**src/rtl/monitor_pkg.sv**
```systemverilog
// monitor_pkg: shared types and constants for the monitor source scheduler.
//   MON_DATA_WIDTH  default signed sample width of the monitor path
//   MON_GAIN_BITS   default ramp resolution (full gain = 2^MON_GAIN_BITS)
//   FULL_GAIN       gain value that passes a sample unchanged
//   stereo_sample_t left/right pair in the monitor_controller sample format
//   sched_state_t   scheduler states (MUTE_* only reachable when
//                   MONITOR_SCHEDULER_MUTE_EN is defined)
package monitor_pkg;

    localparam int MON_DATA_WIDTH = 24;
    localparam int MON_GAIN_BITS  = 6;
    localparam int FULL_GAIN      = 1 << MON_GAIN_BITS;

    typedef struct packed {
        logic signed [MON_DATA_WIDTH-1:0] left;
        logic signed [MON_DATA_WIDTH-1:0] right;
    } stereo_sample_t;

    typedef enum logic [2:0] {
        PLAY     = 3'd0,
        FADE_OUT = 3'd1,
        SWAP     = 3'd2,
        FADE_IN  = 3'd3,
        MUTE_OUT = 3'd4,
        MUTED    = 3'd5
    } sched_state_t;

endpackage

```
**src/rtl/monitor_gain_stage.sv**
```systemverilog
// monitor_gain_stage: registered signed multiply-and-shift of one stereo
// sample by an unsigned gain in [0, 2^GAIN_BITS], one cycle of latency.
//   clock, reset_n            clock, async active-low reset
//   sample_left/right/valid   input sample and strobe
//   gain                      GAIN_BITS+1 bit gain, 2^GAIN_BITS = unity
//   data_left/right/valid     gained sample; data holds between strobes
module monitor_gain_stage #(
    parameter int DATA_WIDTH = 24,
    parameter int GAIN_BITS  = 6
) (
    input  logic                  clock,
    input  logic                  reset_n,
    input  logic [DATA_WIDTH-1:0] sample_left,
    input  logic [DATA_WIDTH-1:0] sample_right,
    input  logic                  sample_valid,
    input  logic [GAIN_BITS:0]    gain,
    output logic [DATA_WIDTH-1:0] data_left,
    output logic [DATA_WIDTH-1:0] data_right,
    output logic                  data_valid
);

    // Full-width product so the arithmetic shift floors toward -inf exactly.
    localparam int PW = DATA_WIDTH + GAIN_BITS + 2;

    logic signed [PW-1:0] gain_s;
    logic signed [PW-1:0] prod_left;
    logic signed [PW-1:0] prod_right;

    assign gain_s     = PW'({1'b0, gain});
    assign prod_left  = PW'($signed(sample_left)) * gain_s;
    assign prod_right = PW'($signed(sample_right)) * gain_s;

    always_ff @(posedge clock or negedge reset_n) begin
        if (!reset_n) begin
            data_left  <= '0;
            data_right <= '0;
            data_valid <= 1'b0;
        end else begin
            data_valid <= sample_valid;
            if (sample_valid) begin
                data_left  <= DATA_WIDTH'(prod_left >>> GAIN_BITS);
                data_right <= DATA_WIDTH'(prod_right >>> GAIN_BITS);
            end
        end
    end

endmodule

```
**src/rtl/monitor_source_scheduler.sv**
```systemverilog
// monitor_source_scheduler: shares the stereo monitor path between
// NUM_SOURCES producers; every source change runs fade-out, swap, fade-in.
// Optional feature macro: MONITOR_SCHEDULER_MUTE_EN (adds i_mute and the
// MUTE_OUT/MUTED states).
//   i_clock, i_reset_n          clock, async active-low reset
//   i_data_left/right/valid     packed per-source samples and strobes
//   i_select, i_select_valid    source request; o_select_ready accepts it
//   o_active_source             source currently routed
//   o_switching                 high whenever not in PLAY
//   o_data_left/right/valid     gained output, one cycle after the sample
//
// state    | meaning
// PLAY     | unity gain, requests accepted
// FADE_OUT | gain steps down per active-source sample
// SWAP     | one cycle, routes the pending source, no output
// FADE_IN  | gain steps up per active-source sample (reset state)
// MUTE_OUT | mute ramp down per sample
// MUTED    | gain 0, zero-data strobes continue
module monitor_source_scheduler
    import monitor_pkg::*;
#(
    parameter  int NUM_SOURCES = 4,
    parameter  int DATA_WIDTH  = MON_DATA_WIDTH,
    parameter  int GAIN_BITS   = MON_GAIN_BITS,
    localparam int SEL_WIDTH   = $clog2(NUM_SOURCES)
) (
    input  logic                              i_clock,
    input  logic                              i_reset_n,
    input  logic [NUM_SOURCES*DATA_WIDTH-1:0] i_data_left,
    input  logic [NUM_SOURCES*DATA_WIDTH-1:0] i_data_right,
    input  logic [NUM_SOURCES-1:0]            i_data_valid,
    input  logic [SEL_WIDTH-1:0]              i_select,
    input  logic                              i_select_valid,
`ifdef MONITOR_SCHEDULER_MUTE_EN
    input  logic                              i_mute,
`endif
    output logic                              o_select_ready,
    output logic [SEL_WIDTH-1:0]              o_active_source,
    output logic                              o_switching,
    output logic [DATA_WIDTH-1:0]             o_data_left,
    output logic [DATA_WIDTH-1:0]             o_data_right,
    output logic                              o_data_valid
);

    localparam logic [GAIN_BITS:0] GAIN_MAX  = (GAIN_BITS+1)'(1 << GAIN_BITS);
    localparam logic [GAIN_BITS:0] GAIN_ONE  = (GAIN_BITS+1)'(1);
    localparam logic [SEL_WIDTH:0] SEL_LIMIT = (SEL_WIDTH+1)'(NUM_SOURCES);

    sched_state_t           state;
    logic [GAIN_BITS:0]     gain;
    logic [SEL_WIDTH-1:0]   pending;
    logic                   act_valid;
    logic [DATA_WIDTH-1:0]  act_left;
    logic [DATA_WIDTH-1:0]  act_right;
    logic                   req_switch;

    assign act_valid = i_data_valid[o_active_source];
    assign act_left  = i_data_left[o_active_source*DATA_WIDTH +: DATA_WIDTH];
    assign act_right = i_data_right[o_active_source*DATA_WIDTH +: DATA_WIDTH];

    // Same-source and out-of-range requests are accepted but change nothing.
    assign req_switch = i_select_valid && (i_select != o_active_source)
                        && ({1'b0, i_select} < SEL_LIMIT);

    always_ff @(posedge i_clock or negedge i_reset_n) begin
        if (!i_reset_n) begin
            state           <= FADE_IN;
            gain            <= '0;
            pending         <= '0;
            o_active_source <= '0;
            o_select_ready  <= 1'b0;
            o_switching     <= 1'b1;
        end else begin
            case (state)
                PLAY: begin
                    if (req_switch) begin
                        pending        <= i_select;
                        state          <= FADE_OUT;
                        o_select_ready <= 1'b0;
                        o_switching    <= 1'b1;
                    end
`ifdef MONITOR_SCHEDULER_MUTE_EN
                    else if (i_mute) begin
                        state          <= MUTE_OUT;
                        o_select_ready <= 1'b0;
                        o_switching    <= 1'b1;
                    end
`endif
                end
                FADE_OUT: begin
                    if (act_valid) begin
                        gain <= gain - GAIN_ONE;
                        if (gain == GAIN_ONE) state <= SWAP;
                    end
                end
                SWAP: begin
                    o_active_source <= pending;
                    state           <= FADE_IN;
                end
                FADE_IN: begin
`ifdef MONITOR_SCHEDULER_MUTE_EN
                    if (i_mute) begin
                        state <= MUTE_OUT;
                    end else
`endif
                    if (act_valid) begin
                        gain <= gain + GAIN_ONE;
                        if (gain == GAIN_MAX - GAIN_ONE) begin
                            state          <= PLAY;
                            o_select_ready <= 1'b1;
                            o_switching    <= 1'b0;
                        end
                    end
                end
`ifdef MONITOR_SCHEDULER_MUTE_EN
                MUTE_OUT: begin
                    // A mute taken from FADE_IN at gain 0 has nothing to ramp.
                    if (gain == '0) begin
                        state <= MUTED;
                    end else if (act_valid) begin
                        gain <= gain - GAIN_ONE;
                        if (gain == GAIN_ONE) state <= MUTED;
                    end
                end
                MUTED: begin
                    if (!i_mute) state <= FADE_IN;
                end
`endif
                default: begin
                    state <= FADE_IN;
                end
            endcase
        end
    end

    monitor_gain_stage #(
        .DATA_WIDTH (DATA_WIDTH),
        .GAIN_BITS  (GAIN_BITS)
    ) u_gain (
        .clock        (i_clock),
        .reset_n      (i_reset_n),
        .sample_left  (act_left),
        .sample_right (act_right),
        .sample_valid (act_valid && (state != SWAP)),
        .gain         (gain),
        .data_left    (o_data_left),
        .data_right   (o_data_right),
        .data_valid   (o_data_valid)
    );

endmodule
```
**config.mk**
```make
export PLATFORM = sky130hd
export DESIGN_NAME = monitor_source_scheduler
export DESIGN_NICKNAME = d
export VERILOG_FILES = /design/src/rtl/monitor_pkg.sv /design/src/rtl/monitor_gain_stage.sv /design/src/rtl/monitor_source_scheduler.sv
export SDC_FILE = /design/constraint.sdc
export NUM_CORES = 1
export LEC_CHECK = 0
export BUFFER_PORTS_ARGS = -buffer_cell sky130_fd_sc_hd__buf_2
export CELL_PAD_IN_SITES_DETAIL_PLACEMENT = 1
export CELL_PAD_IN_SITES_GLOBAL_PLACEMENT = 1
export CORE_UTILIZATION = 49
export DETAILED_ROUTE_END_ITERATION = 6
export PLACE_DENSITY_LB_ADDON = 0.1
export SLEW_MARGIN = 30
export SYNTH_ARGS = -nofsm -noshare
export SYNTH_HDL_FRONTEND = slang
export SYNTH_SLANG_ARGS = --single-unit
```
**constraint.sdc**
```tcl
create_clock -name i_clock -period 13.3 [get_ports i_clock]
set_input_delay 1.33 -clock i_clock [delete_from_list [all_inputs] [get_ports i_clock]]
set_output_delay 1.33 -clock i_clock [all_outputs]
set_load 0.05 [all_outputs]
```
# [Yosys cells after proc, flatten, opt, wreduce, memory -nomap -nowiden]
# Index checks and enable logic that the tools add are counted.
[word_totals] regBits=65 latch_bits=0 ram_bits=0 romBits=0 inputBits=201 output_inout_bits=53 wordCells=57 n_memories=0
[classes] addsub=2 n_mul=3 n_div=0 magnitude_cmp=1 eq_ne=12 n_shift=2 n_mux=19 bitwise_logic=0 reduce_logical=9
[ops] operator="$shiftx A96 B8 Y24" count=2
[ops] operator="$mul A24 B8 Y30" count=2
[ops] operator="$mux W3" count=5
[ops] operator="$mux W7" count=2
[ops] operator="$pmux W7 S2" count=1
[ops] operator="$ne A2 B2 Y1 const B" count=5
[ops] operator="$pmux W3 S3" count=1
[ops] operator="$add A7 B1 Y7 const B" count=1
[ops] operator="$eq A7 B1 Y1 const B" count=1
[ops] operator="$eq A7 B6 Y1 const B" count=1
[ops] operator="$mux W1" count=7
[ops] operator="$sub A7 B1 Y7 const B" count=1
[ops] operator="$eq A3 B2 Y1 const B" count=2
[ops] operator="$reduce_and A5 Y1" count=1
[ops] operator="$mul A2 B2 Y4 const B" count=1
[ops] operator="$pmux W1 S2" count=2
[ops] operator="$reduce_and A4 Y1" count=1
[ops] operator="$reduce_bool A2 Y1" count=2
[ops] operator="$eq A3 B1 Y1 const B" count=1
[ops] operator="$logic_not A3 Y1" count=1
[ops] operator="$lt A2 B3 Y1 const B" count=1
[ops] operator="$ne A3 B2 Y1 const B" count=1
[ops] operator="$reduce_and A3 Y1" count=1
[ops] operator="$bmux W1 S2" count=1
[ops] operator="other kinds (3)" count=4

# [Depth between registers and ports, before layout]
# Gate-level depths: netlist of run 1.
[depth] ltp_word=4 ltp_mapped=22

# [By module]
# A second synthesis of run 1 with hierarchy kept.
[hier_totals] hier_cells=1559 hier_area_um2=15103.2
[modules_own_cells] module="monitor_gain_stage" instances=1 cells_each=1419 area_each_um2=13076.3
[modules_own_cells] module="monitor_source_scheduler" instances=1 cells_each=140 area_each_um2=2026.9

# [Worst setup path after synthesis of run 1]
# No wires, ideal clock.
[synth_path] path_kind="register to register" from="register o_active_source[0]" to="register u_gain.data_right[21]" setup_time_ns=0.119 t_arrival_ns=6.317 t_required_ns=13.181 slack_ns=6.864 path_stages_with_launch=21 n_path_buf=3 synth_period_minus_slack_ns=6.436 path_cell_list="dfrtp_1 > buf_6 > buf_2 > buf_1 > mux4_2 > and2_1 > fa_1 > fa_1 > fa_1 > inv_1 > fa_1 > inv_1 > ha_1 > o21a_1 > o2111ai_1 > o21a_1 > o21ai_0 > o2111a_1 > or4_1 > nand3_1 > nand2_1"
[synth_via] elab_chain_cells=3 elab_cells_between_ends=6
[synth_lines] element="start, declared" line_no="monitor_source_scheduler.sv:38" rtl="output logic [SEL_WIDTH-1:0] o_active_source,"
[synth_lines] element="start signal, assigned" line_no="monitor_source_scheduler.sv:97" rtl="o_active_source <= pending;"
[synth_lines] element="$mul A2 B2 Y4 / $bmux W1 S2 (equally long branches)" line_no="monitor_source_scheduler.sv:59, monitor_source_scheduler.sv:57"
[synth_lines] element="$shiftx A96 B8 Y24 / $mux W1 (equally long branches)" line_no="monitor_source_scheduler.sv:59, monitor_source_scheduler.sv:57"
[synth_lines] element="$mul A24 B8 Y30 / $logic_and A1 B1 Y1 (equally long branches)" line_no="monitor_gain_stage.sv:31, monitor_source_scheduler.sv:144"
[synth_lines] element="end signal, assigned" line_no="monitor_gain_stage.sv:42" rtl="data_right <= DATA_WIDTH'(prod_right >>> GAIN_BITS);"
[synth_lines] element="end, declared" line_no="monitor_gain_stage.sv:18" rtl="output logic [DATA_WIDTH-1:0] data_right,"
# Parallel ways exist; a longest one is shown, timed or not. The select of a mux whose other input is x is not followed.
# A chain may end at the register's enable or synchronous reset.

# [Worst setup path in the final report of run 1]
# Ends and elaborated chain as after synthesis.

==> out/qor.txt, run 1 <==
Layout Skew: 0.0105 ns
Global route total overflow: 0
Avg Cell Area, Syn: 9.49 sq um
Vias/cell: 5.41
Ant diodes: 0
Initial antenna violation count: 1
Most common cell after layout, fill and taps aside: inv_1
Critical-path top delay cell: a2111oi_0
Inst Count DP: 2125
CP max stage delay: 0.80 ns
CP required: 13.56 ns
Clock Sinks: 64
Final wirelength: 39400 microns
First-pass GRT wire length: 65900 microns
Max Transition Viols Final: 0
Final hold violation count: 0
Slew HR: 40.6%
DR vias: 11.6k
Synthesized cell area: 0.0146 sq mm
Reg clk slew, reported paths: 0.07 ns
Nets: 2315
FF+latch count, synth: 64
Crit-path leading delay family: adder cells
Final setup fails: 0
Final TNS setup: 0 ns
Die width: 175 microns
Post-synth EDFFs: 0
Gpl congestion: 0.824
Clock buffer depth: 2
CTS Hold Buffers Added: 0
Met3 wire length: 1410 microns
Worst Tran Pin Value: 0.868 ns
Die Ht: 175 microns
WL per Instance: 18.4 microns
Die area: 0.0305 sq mm
Worst min path class: reg -> reg
Hold wc startpoint: u_gain.data_right[6]
WS Path Type: reg -> reg
CTS buffer count: 9
Crit path top cell by count: fa_1
Highest Signal Layer: met5
Detailed Route Iter0 Violations: 415
Initial core utilization: 50.3%
DRT Pass-1 Iters: 4
Remaining antenna violation count: 0
Worst setup EP type: flop
Most frequent cells in the layout: inv_1 (299), and2_1 (262), buf_2 (252)
Post-synthesis net count: 2101
Met2 Routed Length: 21000 microns
Port Buffers: 253
Yosys warns: 0
Largest net degree at the start of global routing: 96
Top_reg_cell synth: dfrtp_1
CTS H-tree lvls: 3
Maxcap violations: 0
Post-DP HPWL: 30800 microns
Rows: 62
Number of global-route vias before repair: 13.4k
Layout cells sized above 1: 19.9%
CP max FO: 28
Register area share after synthesis: 11.0%
CP Launch Point: o_active_source[0]
Worst-Skew Late Latency: 0.36 ns
CTS tree: done
Root Driver: clkbuf_16
CP arrival: 6.93 ns
Status: finished clean
Total GRT Usage: 27.4%
Post-synth ARST share: 100%
Post_cts resized: 0
Ports: 254
RSZ-0062 raised after global routing: no
CP Launch Type: flop
Syn-to-layout area delta: 13.4%
Setup Fix Bufs, Post-CTS: 0
Worst-path cell chain: buf_16 -> mux4_2 -> nand2_1 -> fa_1 -> inv_1 -> fa_1 -> fa_1 -> fa_1 -> ha_1 -> a21o_1 -> a2111oi_0 -> o21a_1 -> o21ai_0 -> o2111a_1 -> or4_1 -> nand3_1 -> nand2_1
Core Region: 0.0290 sq mm
Synth cell types: 61
Cells after Synth: 1539
Cell Count, Final, Fillers Out: 2142
RR Startpoint: o_active_source[0]
F_max: 150 MHz
DR DRC count: 0
Critical path buffers and inverters: 2
Crit share post-route: 50.1%
Wire length on met1: 16000 microns
Final min period: 6.67 ns
layout make-up:
type / instances / area [sq um]
Clock buffer: 9 / 225
Fill cell: 3429 / 12500
Sequential cell: 64 / 1610
Clock inverter: 7 / 96.3
Timing Repair Buffer: 263 / 1380
Inverter: 300 / 1130
Tap cell: 384 / 480
Multi-Input combinational cell: 1115 / 11600
state kept, by name, indices dropped and copies added (netlist names):
name,flops
pending,2
u_gain.data_right,24
u_gain.data_valid,1
o_select_ready,1
u_gain.data_left,24
gain,7
state,2
o_switching,1
o_active_source,2
routing by layer:
layer	GRT usage (%)	vias to the layer above
met4	8.15	2
li1	-	5275
met5	0	-
met1	32.6	6005
met2	51.4	245
met3	3.48	56
tightest hold or removal path: stages (launching register included):
cell     delay [ns]
dfrtp_1        0.33
nand2_1        0.05
o21ai_0        0.06
logic make-up after synthesis:
logic type / count (synthesis) / synth area share, %
DFF: 64 / 11.0
and+or+nand+nor: 488 / 18.2
adders and majority gates: 361 / 43.3
muxes: 53 / 7.87
AOI/OAI and AO/OA: 161 / 7.24
xor gates and xnor gates: 52 / 3.12
buffers and inverters: 360 / 9.32
worst paths after layout:
check / endpoint / slack (ns) / cells after the start
worst max-delay path: u_gain.data_right[21] / 6.63 / 17
worst min-delay path: u_gain.data_right[6] / 0.47 / 2
worst max register to register: u_gain.data_right[21] / 6.63 / 17
worst min register to register: u_gain.data_right[6] / 0.47 / 2
max in group asynchronous: o_active_source[0] / 11.75 / 1
min in group asynchronous: u_gain.data_right[4] / 1.00 / 1
per-stage QoR:
stage | util, % | instance area, sq um | hold slack, ns | setup slack, ns
after global routing | 57.1 | 16600 | 0.507 | 6.32
after detailed placement | 55.9 | 16200 | 0.464 | 6.38
after global placement | 55.8 | 16200 | 0.447 | 6.64
after floorplan | - | 14600 | 0.474 | 6.86
after CTS | 57.0 | 16500 | 0.478 | 6.60
final | 57.1 | 16600 | 0.473 | 6.63
Yosys cell counts, drive strengths merged (4+ instances only):
master,count,area share (%)
nand3,13,0.45
nand4,5,0.21
clkbuf,52,1.3
dfrtp,61,10
o21a,14,0.72
a21oi,39,1.3
buf,8,0.27
o31ai,12,0.62
o21ai,50,1.7
and2,262,11
xor2,26,1.6
ha,121,10
or3,9,0.39
mux4,49,7.6
nor2b,6,0.26
mux2,4,0.31
nor3,11,0.41
nor2,14,0.36
nand2,148,3.8
fa,240,33
a211oi,5,0.33
inv,300,7.7
a31oi,5,0.21
nand2b,4,0.17
xnor2,26,1.6
a21o,9,0.46
Power of run 1 is not shown: default switching activity piles up to over one toggle a cycle in this logic, so the estimate is an artifact.
==> run 2: changes to the inputs <==
--- a/config.mk
+++ b/config.mk
@@ -8,7 +8,7 @@
 export BUFFER_PORTS_ARGS = -buffer_cell sky130_fd_sc_hd__buf_2
 export CELL_PAD_IN_SITES_DETAIL_PLACEMENT = 1
 export CELL_PAD_IN_SITES_GLOBAL_PLACEMENT = 1
-export CORE_UTILIZATION = 49
+export CORE_UTILIZATION = 45
 export DETAILED_ROUTE_END_ITERATION = 6
 export PLACE_DENSITY_LB_ADDON = 0.1
 export SLEW_MARGIN = 30
==> constraint.sdc (replaced) <==
create_clock -name i_clock -period 6.6 [get_ports i_clock]
set_input_delay 0.66 -clock i_clock [delete_from_list [all_inputs] [get_ports i_clock]]
set_output_delay 0.66 -clock i_clock [all_outputs]
set_load 0.05 [all_outputs]
==> run 2 against run 1 <==
Register-to-register slack worse by 6.3 ns. Worst setup slack worse by 6.3 ns. Fmax up 6.3%. Core utilization fell by 4.7 points. Cell count up 1.1%. Die area rose by 8.8%. Global-route usage is 1.2 points lower.
==> out/qor.txt, run 2 (synthesized netlist as in run 1, its figures left out) <==
Status: finished clean
Setup Fix Bufs, Post-CTS: 0
F_max: 160 MHz
Clock Sinks: 64
Initial core utilization: 46.0%
Nets: 2322
Post_cts resized: 0
Worst Tran Pin Value: 0.750 ns
Total GRT Usage: 26.3%
Remaining antenna violation count: 0
CP Launch Type: flop
Die area: 0.0332 sq mm
DR DRC count: 0
Detailed Route Iter0 Violations: 368
Maxcap violations: 0
CP required: 6.87 ns
CTS H-tree lvls: 3
Max Transition Viols Final: 0
DRT Pass-1 Iters: 6
Global route total overflow: 0
Crit path top cell by count: fa_1
DR vias: 11.6k
Reg clk slew, reported paths: 0.06 ns
CP endpoint: u_gain.data_right[21]
Initial antenna violation count: 0
CTS tree: done
CTS Hold Buffers Added: 0
Clock buffer depth: 2
CP Launch Point: o_active_source[0]
Post-DP HPWL: 32600 microns
Port Buffers: 253
Ports: 254
Die Ht: 182 microns
CTS buffer count: 9
Root Driver: clkbuf_16
Layout cells sized above 1: 20.1%
Worst-path cell chain: mux4_2 -> nand2_1 -> fa_1 -> inv_1 -> fa_1 -> fa_1 -> fa_1 -> ha_1 -> a21o_1 -> a2111oi_1 -> o21a_1 -> o21ai_0 -> o2111a_1 -> or4_1 -> nand3_1 -> nand2_1
WL per Instance: 18.8 microns
Final TNS setup: 0 ns
Critical-path top delay cell: dfrtp_4
Die width: 182 microns
Ant diodes: 0
Reg2reg end: u_gain.data_right[21]
Worst R2R Path Depth: 16
Crit share post-route: 95.0%
Final setup fails: 0
CP max FO: 20
WS Path Type: reg -> reg
CP arrival: 6.54 ns
Rows: 65
Worst setup EP type: flop
Worst-Skew Late Latency: 0.38 ns
Largest net degree at the start of global routing: 96
Core Region: 0.0317 sq mm
Final wirelength: 40700 microns
Most common cell after layout, fill and taps aside: inv_1
Final hold violation count: 0
CP max stage delay: 0.72 ns
Slew HR: 49.9%
R2R setup slack: 0.33 ns
Final min period: 6.27 ns
Top flop regs: u_gain.data_left (24), u_gain.data_right (24), gain (7)
Vias/cell: 5.33
Gpl congestion: 0.853
Most frequent cells in the layout: inv_1 (299), and2_1 (262), buf_2 (252)
Number of global-route vias before repair: 13.2k
RR Startpoint: o_active_source[0]
First-pass GRT wire length: 67600 microns
Syn-to-layout area delta: 13.7%
Worst min path class: in -> async
RSZ-0062 raised after global routing: no
Layout Skew: 0.0104 ns
[run 2: cell count changes in the layout (fill, tap and decap cells not counted), sizes merged]
cell / before / now
buf: 263 / 270
bufinv: 2 / 0
clkinvlp: 0 / 1
clkbuf: 9 / 12
clkinv: 5 / 2
[run 2: stage by stage]
step / worst slack (ns) / instance area, sq um / cells / util (%) / hold slack, ns
3_5_place_dp: 0.213 / 16300 / 2150 / 51.4 / 0.456
5_1_grt: 0.0323 / 16600 / 2166 / 52.3 / 0.253
2_1_floorplan: 0.164 / 14600 / 1539 / - / 0.364
6_report: 0.331 / 16600 / 2166 / 52.3 / 0.232
4_1_cts: 0.181 / 16600 / 2165 / 52.2 / 0.242
3_3_place_gp: 0.373 / 16300 / 2149 / 51.3 / 0.449
[run 2: worst min path at each step]
stage	startpoint	to	slack, ns	depth (start not counted)
CTS	i_reset_n	u_gain.data_right[5]	0.24	1
global route	i_reset_n	u_gain.data_right[5]	0.25	1
detailed placement	u_gain.data_left[11]	u_gain.data_left[11]	0.46	2
finish	i_reset_n	u_gain.data_right[5]	0.23	1
floorplan	i_reset_n	gain[0]	0.36	0
global placement	u_gain.data_left[11]	u_gain.data_left[11]	0.45	2
[run 2: layout make-up]
class	count	area (sq um)
inverter	300	1130
clock inverter	3	17.5
timing repair buffer	270	1440
tap	402	503
clock buffer	12	256
sequential	64	1610
fill	3698	15100
multi-input combinational	1115	11600
[run 2: layer usage]
metal	up-vias	GRT usage, %	routed length (microns)
met3	43	3.39	1610
met4	0	6.92	737
met2	241	47.4	21400
met5	-	0	0
li1	5295	-	-
met1	5973	33.1	16900
[run 2: critical path: cells and delay by family, from the launching register on]
family                   cells  cell delay (ns)
AO/OA/AOI/OAI                5             1.76
flip-flops                   1             0.72
adder cells (fa/ha/maj)      5             2.12
AND/OR/NAND/NOR              4             0.78
multiplexers                 1             0.66
buffers and inverters        1             0.09
Power of run 2 is left out for the same reason.
==> run 3: changes to the inputs <==
--- a/config.mk
+++ b/config.mk
@@ -8,7 +8,7 @@
 export BUFFER_PORTS_ARGS = -buffer_cell sky130_fd_sc_hd__buf_2
 export CELL_PAD_IN_SITES_DETAIL_PLACEMENT = 1
 export CELL_PAD_IN_SITES_GLOBAL_PLACEMENT = 1
-export CORE_UTILIZATION = 45
+export CORE_UTILIZATION = 32
 export DETAILED_ROUTE_END_ITERATION = 6
 export PLACE_DENSITY_LB_ADDON = 0.1
 export SLEW_MARGIN = 30
==> run 3 against run 2 <==
Register-to-register slack better by 0.05 ns. Global-route usage down 7.1 points. Worst hold slack worse by 0.013 ns. Sequential share of layout area down 0.15 points. Clock skew up 0.0033 ns. Critical path depth up 2. Largest cell class unchanged. Highest routed layer unchanged.
==> out/qor.txt, run 3 (synthesized netlist as in run 1, its figures left out) <==
Status: finished clean
Inst Count DP: 2339
Reg2reg end: u_gain.data_right[22]
CP required: 6.86 ns
CP Launch Point: o_active_source[0]
# fillers: 5200
Layout cells sized above 1: 20.1%
Crit-path leading delay family: compound AO/OA/AOI/OAI gates
Total GRT Usage: 19.2%
Crit path top cell by count: fa_1
Maxcap violations: 0
Final hold violation count: 0
CTS H-tree lvls: 3
DRT Pass-1 Iters: 4
Core Region: 0.0446 sq mm
Top flop regs: u_gain.data_left (24), u_gain.data_right (24), gain (7)
Crit share post-route: 94.2%
Root Driver: clkbuf_16
Vias/cell: 4.84
Largest net degree at the start of global routing: 95
Worst min path class: in -> async
DR DRC count: 0
Most common cell after layout, fill and taps aside: inv_1
CP endpoint: u_gain.data_right[22]
Final TNS setup: 0 ns
CP Depth: 18
Rows: 77
Critical-path top delay cell: dfrtp_4
Detailed Route Iter0 Violations: 322
Final min period: 6.22 ns
CTS buffer count: 9
Gpl congestion: 0.775
Worst R2R Path Depth: 18
Nets: 2321
Ports: 254
Layout Skew: 0.0137 ns
DR vias: 11.4k
Post-DP HPWL: 33900 microns
Final setup fails: 0
Initial core utilization: 32.7%
Remaining antenna violation count: 0
CP max stage delay: 0.66 ns
Ant diodes: 0
Critical path buffers and inverters: 3
WS Path Type: reg -> reg
Clock buffer depth: 2
Cell Count, Final, Fillers Out: 2355
RSZ-0062 raised after global routing: no
Port Buffers: 253
Initial antenna violation count: 1
R2R setup slack: 0.38 ns
Syn-to-layout area delta: 15.5%
Die area: 0.0465 sq mm
Max Transition Viols Final: 0
Worst setup EP type: flop
Slew HR: 53.6%
Worst Tran Pin Value: 0.697 ns
CP max FO: 13
CP arrival: 6.48 ns
Fin util: 37.8%
CTS tree: done
Die Ht: 216 microns
F_max: 161 MHz
Worst-path cell chain: mux4_2 -> nand2_1 -> fa_1 -> inv_1 -> fa_1 -> fa_1 -> inv_1 -> fa_1 -> inv_1 -> ha_1 -> a21o_1 -> a2111oi_1 -> o21a_1 -> o21ai_0 -> o2111a_1 -> o31ai_1 -> nand4_1 -> o311ai_0
First-pass GRT wire length: 69600 microns
WL per Instance: 18.0 microns
Number of global-route vias before repair: 12.9k
Global route total overflow: 0
CP Launch Type: flop
Reg clk slew, reported paths: 0.07 ns
Worst-Skew Late Latency: 0.38 ns
Die width: 216 microns
Final hold slack: 0.219 ns
Final wirelength: 42300 microns
Clock Sinks: 64
RR Startpoint: o_active_source[0]
Most frequent cells in the layout: inv_1 (299), and2_1 (262), buf_2 (252)
[run 3: cell types whose count changed in the layout (fill, tap and decap cells not counted)]
cell / change
buf_16: -1
buf_12: +1
buf_4: -2
clkbuf_8: +1
bufinv_16: +1
clkinv_2: -2
buf_6: +1
[run 3: per-stage QoR]
stage	worst slack, ns	instance area (sq um)
6_report	0.383	16900
3_3_place_gp	0.377	16500
2_1_floorplan	0.164	14600
4_1_cts	0.133	16800
5_1_grt	0.113	16900
3_5_place_dp	0.152	16500
[run 3: how the worst min path moves through the flow]
stage                                       to                 start  slack (ns)
after floorplan                        gain[0]             i_reset_n        0.36
after CTS                 u_gain.data_right[2]             i_reset_n        0.23
after global placement    u_gain.data_left[11]  u_gain.data_left[11]        0.45
after global routing      u_gain.data_right[2]             i_reset_n        0.24
final                     u_gain.data_right[2]             i_reset_n        0.22
after detailed placement  u_gain.data_left[12]  u_gain.data_left[12]        0.47
[run 3: worst register-to-register path, stage by stage (launching register included)]
cell       delay (ns)
dfrtp_4          0.66
mux4_2           0.67
nand2_1          0.13
fa_1             0.42
inv_1            0.11
fa_1             0.44
fa_1             0.50
inv_1            0.05
fa_1             0.50
inv_1            0.05
ha_1             0.18
a21o_1           0.20
a2111oi_1        0.65
o21a_1           0.24
o21ai_0          0.24
o2111a_1         0.38
o31ai_1          0.42
nand4_1          0.15
o311ai_0         0.12
[run 3: area by class of cell]
cell class | count | area (sq um) | area share, %
multi-input combinational | 1115 | 11600 | 69.1
sequential | 64 | 1610 | 9.55
timing repair buffer | 269 | 1430 | 8.48
inverter | 300 | 1130 | 6.68
tap | 592 | 741 | 4.39
clock buffer | 13 | 270 | 1.60
clock inverter | 2 | 37.5 | 0.223
[run 3: what timing repair did]
action                                  CTS  global route
endpoints found under the setup margin    0            11
resized for setup                         0             1
hold buffers                              0             0
setup buffers                             0             1
[run 3: routing by layer]
metal  wire (microns)  vias up  track usage [%]
li1                 -     5280                -
met1            18800     5888             24.6
met4              796        0             5.41
met3             1360       34             2.21
met2            21400      190             33.8
met5                0        -                0
Power of run 3 is left out for the same reason.
